**config.mk**
```make
export PLATFORM = sky130hd
export DESIGN_NAME = acc_out_port
export DESIGN_NICKNAME = d
export VERILOG_FILES = /design/src/rtl/acc_out_port.sv
export SDC_FILE = /design/constraint.sdc
export NUM_CORES = 1
export LEC_CHECK = 0
export CAP_MARGIN = 20
export CORE_AREA = 5 5 64 66
export DETAILED_ROUTE_END_ITERATION = 8
export DIE_AREA = 0 0 69 71
export PLACE_DENSITY = 0.75
export SLEW_MARGIN = 30
export SYNTH_ARGS = -nofsm -noshare
export SYNTH_HDL_FRONTEND = slang
export SYNTH_SLANG_ARGS = --single-unit
export TNS_END_PERCENT = 20
```
**constraint.sdc**
```tcl
create_clock -name clk -period 2.75 [get_ports clk]
set_input_delay 0.55 -clock clk [delete_from_list [all_inputs] [get_ports clk]]
set_output_delay 0.55 -clock clk [all_outputs]
set_load 0.02 [all_outputs]
```
**src/rtl/acc_out_port.sv**
```systemverilog
// Output port FIFO between the accumulator and a slow external consumer.
// OUT instructions push the accumulator value; the consumer drains it over valid/ready.
module acc_out_port #(
  parameter int WIDTH  = 8,
  parameter int DEPTH  = 4,
  parameter int ADDR_W = 2
) (
  input  logic              clk,
  input  logic              clr,
  input  logic [WIDTH-1:0]  acc_in,
  input  logic              en_out,
  output logic              stall,
  output logic [WIDTH-1:0]  out_data,
  output logic              out_valid,
  input  logic              out_ready,
  output logic [ADDR_W:0]   count,
  output logic              ovf_err
);

  localparam logic [ADDR_W:0]   FULL_CNT = (ADDR_W+1)'(DEPTH);
  localparam logic [ADDR_W:0]   CNT_ONE  = (ADDR_W+1)'(1);
  localparam logic [ADDR_W-1:0] PTR_ONE  = ADDR_W'(1);

  logic [WIDTH-1:0]  mem [DEPTH];
  logic [ADDR_W-1:0] wr_ptr_reg, wr_ptr_next;
  logic [ADDR_W-1:0] rd_ptr_reg, rd_ptr_next;
  logic [ADDR_W:0]   count_reg, count_next;
  logic              ovf_err_reg, ovf_err_next;
  logic              push, pop;

  // Status flags come straight from the registered occupancy, never from acc_in.
  assign stall     = (count_reg == FULL_CNT);
  assign out_valid = (count_reg != '0);
  assign out_data  = out_valid ? mem[rd_ptr_reg] : '0;
  assign count     = count_reg;
  assign ovf_err   = ovf_err_reg;

  assign push = en_out & ~stall;
  assign pop  = out_valid & out_ready;

  always_comb begin
    wr_ptr_next  = wr_ptr_reg;
    rd_ptr_next  = rd_ptr_reg;
    count_next   = count_reg;
    ovf_err_next = ovf_err_reg;
    if (push) wr_ptr_next = wr_ptr_reg + PTR_ONE;
    if (pop)  rd_ptr_next = rd_ptr_reg + PTR_ONE;
    case ({push, pop})
      2'b10:   count_next = count_reg + CNT_ONE;
      2'b01:   count_next = count_reg - CNT_ONE;
      default: count_next = count_reg;
    endcase
    // A rejected OUT while full is remembered until the next reset.
    if (en_out && stall) ovf_err_next = 1'b1;
  end

  always_ff @(posedge clk) begin
    if (clr) begin
      wr_ptr_reg  <= '0;
      rd_ptr_reg  <= '0;
      count_reg   <= '0;
      ovf_err_reg <= 1'b0;
    end else begin
      wr_ptr_reg  <= wr_ptr_next;
      rd_ptr_reg  <= rd_ptr_next;
      count_reg   <= count_next;
      ovf_err_reg <= ovf_err_next;
    end
  end

  // Storage is not reset; stale words are unreachable once the pointers clear.
  always_ff @(posedge clk) begin
    if (!clr && push) mem[wr_ptr_reg] <= acc_in;
  end

endmodule

```
==> reports/results.ini, run 1 <==
[status]
status=finished clean

[timing]
tns_ps=0
setup_viol=0
maxSlewHeadroom_pct=68.8
finClkSkew_ps=13.2
period_needed_ps=2600
worst_pin_slew_ps=467
finalMaxSlewViolations=0
period_share_pct=94.6
rsz0062_at_grt=no
fmax_ghz=0.384
setup_slack_ps=149
hold_viol_final=0
fin_hold_ws_ps=493

[clocking]
clk_latency_ps=340
cts_setup_buffers=0
clock-root-buffer=clkbuf_4
numCtsBuffers=5
cts.htree.levels=2
ctsLongestPathBuffers=2
clock-sinks=42
path_clk_slew_ps=110
ctsResizeCount=0
cts_tree=built
cts_hold_buffers=0

[synthesis]
synth_most_common_cell=edfxtp_1
synthesis.nets=127
ys_seq_area_share_pct=65.6
synth_xor_area_share_pct=1.48
post-synth-top-area-cell=edfxtp_1
synth_top_family_by_area=multiplexers
async_flop_share_pct=0
avgSynthCellArea_sq_um=16.2
synthAdderAreaFrac_pct=4.66
netlist_instances=109
synthTopCellsByArea=edfxtp_1, dfxtp_1, mux4_2
synthMuxAreaShare_pct=10.7
ys_warn_count=0
synthSimpleGateAreaFrac_pct=10.7
synth_top_area_share_pct=54.3
ys.flop_type=edfxtp_1
synth_edf_count=32
ys_top_cells_by_count=edfxtp_1, dfxtp_1, inv_1, mux4_2
synth_cell_type_count=26
synthesis.area_sq_um=1770
yosys_register_bits=42
synth_compound_area_share_pct=2.90

[finish]
syn2layout_area_growth_pct=22.3
final_net_count=160
drive_gt1_share_pct=17.5
largest_reg_flops=32
num_antenna_cells=0
stdcell_count=191
final_cell_area_sq_um=2160

[route]
wl_mm=2.86
vias=942
dr.first_iter.drc_count=55
drtAntennaViolNets=0
drt-vias-per-instance=4.93
wire_per_inst_um=15.0
drc=0
firstDrtPassIters=4

[die]
die_w_um=69
start_util_pct=50.2
ios=26
core-area_sq_um=3520
die_y_um=71
core.rowCount=22
die_area_sq_um=4900

[critical_path]
critPathMaxFanout=8
critPathKind=flip-flop to output port
r2r-start=count[2]$_SDFFE_PP0P_
cp-end-kind=output port
cp-start-kind=flip-flop
r2r_end=count[2]$_SDFFE_PP0P_
worstPathArrival_ps=2050
worst-endpoint-required_ps=2200
rr_worst_depth=8
rrSetupSlack_ps=550

[run]
cap_viol_max_count=0

[power_and_ir_drop]
powerDensity_nw_per_um2=875
p_leak_nw=0.758
ir_drop_mv=0.467

[place]
place_area_sq_um=2090
pre_cts_slack_ps=271
gp_congestion=0.772
port_buffers=25
dp_cells=183
hpwl_mm=2.03

[global_route]
grt_pass1_wl_mm=4.89
grt_pass1_vias=976
gr-total-overflow=0
antenna_found_initial=0
track_usage_pct=13.4
grt_max_degree=15

[worst_hold_path]
holdPathEnd=rd_ptr_reg[1]$_SDFFE_PP0P_
min_from=rd_ptr_reg[1]$_SDFFE_PP0P_
hp-class=flip-flop to flip-flop
worst_hold_path.num_cells=2

## power by group
| part | leakage, nW | internal (mW) | switching [mW] | total [mW] |
|---|---|---|---|---|
| Sequential | 0.372 | 0.745 | 0.0523 | 0.797 |
| Clock | 0.0399 | 0.189 | 0.183 | 0.372 |
| Combinational | 0.345 | 0.372 | 0.352 | 0.724 |
## kinds of logic after synthesis
kind of cell    Yosys count
mux                       9
compound gates            9
buf+inv                  13
flops                    42
simple gates             27
fa+ha+maj                 6
xor+xnor                  3
## how the worst max path moves through the flow
stage                            endpoint  slack (ps)                  start
finish                        out_data[0]         150              flip-flop
floorplan           count[2]$_SDFFE_PP0P_         360  count[2]$_SDFFE_PP0P_
global route                  out_data[3]           8              flip-flop
detailed placement  count[2]$_SDFFE_PP0P_         270              out_ready
CTS                           out_data[0]          90              flip-flop
global placement    count[2]$_SDFFE_PP0P_         320              out_ready
## critical path, cell delays in order (launching register included)
cell             delay [ps]
dfxtp_1                 330
buf_4                   200
mux4_2                  520
nor2b_4                 140
clkdlybuf4s50_1         530
## area by class of cell
type | instances | area (sq um)
clock inverter | 2 | 33.8
sequential | 42 | 1160
clock buffer | 6 | 41.3
tap | 48 | 60.1
fill | 294 | 1360
timing repair buffer | 31 | 298
inverter | 8 | 30.0
multi-input combinational | 54 | 541
## layout by cell type (no fill, tap or decap), types with 2 or more instances in the layout
cell type / instances
nor2b_1: 6
nor3b_1: 4
clkbuf_4: 5
o21ai_0: 2
xor2_1: 3
a21oi_1: 5
inv_1: 8
clkdlybuf4s50_1: 24
nor2_1: 6
edfxtp_1: 32
nand2b_1: 2
nor2b_4: 2
buf_4: 6
or3_1: 3
mux4_2: 8
ha_1: 5
dfxtp_1: 10
## metal layers
metal / track usage (%) / up-vias / routed length (um)
li1: - / 459 / -
met1: 15.7 / 453 / 1180
met2: 22.0 / 25 / 1500
met3: 5.40 / 5 / 142
met4: 5.21 / 0 / 37
met5: 0 / - / 0
## through the flow
step	util [%]	total power, mW
CTS	61.4	1.92
global placement	59.2	1.53
detailed placement	59.2	1.55
finish	61.4	1.89
global route	61.4	2.01
floorplan	-	1.29
Note: power is estimated with default switching activity, not from simulation.
==> run 2, diff against run 1 <==
--- a/config.mk
+++ b/config.mk
@@ -9,7 +9,7 @@
 export CORE_AREA = 5 5 64 66
 export DETAILED_ROUTE_END_ITERATION = 8
 export DIE_AREA = 0 0 69 71
-export PLACE_DENSITY = 0.75
+export PLACE_DENSITY = 0.77
 export SLEW_MARGIN = 30
 export SYNTH_ARGS = -nofsm -noshare
 export SYNTH_HDL_FRONTEND = slang
==> run 2 against run 1 <==
Compared with the run above: cell area down 0.87%; clock-buffer cell count stayed put; sequential power about the same; total power fell by 3.6%; critical path depth stayed put; flip-flop and latch count did not move; non-clock buffer count increased by 1; worst hold slack got worse by 6.5 ps; combinational power up 3%; routed wire length is 7.6% higher; highest routed layer unchanged.
==> reports/results.ini, run 2 (synthesis gave the netlist of run 1 again) <==
[status]
status=finished clean

[place]
hpwl_mm=2.15
place_area_sq_um=2090
pre_cts_slack_ps=245
dp_cells=184
gp_congestion=0.715
port_buffers=25

[global_route]
grt_max_degree=15
grt_pass1_vias=1053
antenna_found_initial=0
gr-total-overflow=0
track_usage_pct=14.3
grt_pass1_wl_mm=5.33

[clocking]
clock-root-buffer=clkbuf_4
path_clk_slew_ps=110
cts.htree.levels=2
cts_hold_buffers=0
ctsResizeCount=0
cts_tree=built
clock-sinks=42
ctsLongestPathBuffers=2
numCtsBuffers=5
cts_setup_buffers=0
clk_latency_ps=350

[die]
die_area_sq_um=4900
ios=26
start_util_pct=50.2
core-area_sq_um=3520
core.rowCount=22
die_w_um=69
die_y_um=71

[timing]
fmax_ghz=0.388
setup_slack_ps=174
fin_hold_ws_ps=486
setup_viol=0
period_share_pct=93.7
period_needed_ps=2580
finalMaxSlewViolations=0
tns_ps=0
worst_pin_slew_ps=500
hold_viol_final=0
finClkSkew_ps=9.34
rsz0062_at_grt=no
maxSlewHeadroom_pct=66.5

[finish]
fillers=283
final_net_count=161
final_common_cell=edfxtp_1
largest_reg_flops=32
drive_gt1_share_pct=18.8
stdcell_count=192
multi_input_area_sq_um=541
num_antenna_cells=0
final_util_pct=60.9
syn2layout_area_growth_pct=21.2
seqCellArea_sq_um=1160
layout_common_cells=edfxtp_1, clkdlybuf4s50_1, dfxtp_1
final_cell_area_sq_um=2150

[critical_path]
cp-end-kind=output port
critPathMaxFanout=4
critPathKind=flip-flop to output port
cp-start-kind=flip-flop
worst-endpoint-required_ps=2200
worstPathArrival_ps=2030

[power_and_ir_drop]
pwr-share-clk_pct=15.6
total_power_mw=1.83
ir_drop_mv=0.380
switching_share_pct=32.9
power_switching_uw=601
p_int_mw=1.23
p_comb_share_pct=40.7
p_leak_nw=0.740
p_seq_share_pct=43.7
powerDensity_nw_per_um2=851

[route]
drc=0
dr.first_iter.drc_count=36
wire_per_inst_um=16.0
wl_mm=3.08
drtAntennaViolNets=0
drt-vias-per-instance=5.06
firstDrtPassIters=4
vias=972

[run]
cap_viol_max_count=0

[worst_hold_path]
hp-class=flip-flop to flip-flop

run 2: cell types whose count changed in the layout (fill, tap and decap cells not counted):
cell	delta
clkinv_2	+2
clkdlybuf4s50_1	+1
bufinv_16	-1
clkinv_1	-1
dlymetal6s2s_1	-1
buf_4	+1
run 2: worst paths after layout:
path                          from               endpoint  slack, ps  depth (start not counted)
max                      flip-flop            out_data[1]        170                          4
min           ovf_err$_SDFFE_PP0P_   ovf_err$_SDFFE_PP0P_        490                          2
max reg2reg  count[2]$_SDFFE_PP0P_  count[2]$_SDFFE_PP0P_        520                          8
min reg2reg   ovf_err$_SDFFE_PP0P_   ovf_err$_SDFFE_PP0P_        490                          2
run 2: cell type report:
class                      instances  area share (%)
clock buffer                       6            1.92
clock inverter                     2           0.466
inverter                           8            1.40
multi-input combinational         54            25.2
sequential                        42            54.1
tap                               48            2.80
timing repair buffer              32            14.1
run 2: routing by layer:
metal  part of all wire, %  up-vias  track usage, %
li1                      -      465               -
met1                    43      484            17.7
met2                    51       18            22.6
met3                   3.7        5            4.97
met4                   2.0        0            6.51
met5                     0        -               0
run 2: worst max-delay path, stage by stage, from the launching register on:
cell and delay [ps]:
dfxtp_1 350, buf_4 160, mux4_2 490, nor2b_1 150, clkdlybuf4s50_1 540
run 2: power by group through the flow:
stage                     logic (mW)  clock network [mW]  registers [mW]
after floorplan                0.471                   0           0.817
after global placement         0.733                   0           0.809
after detailed placement       0.751                   0           0.814
after CTS                      0.754               0.295           0.800
after global routing           0.806               0.330           0.810
final                          0.743               0.284           0.799
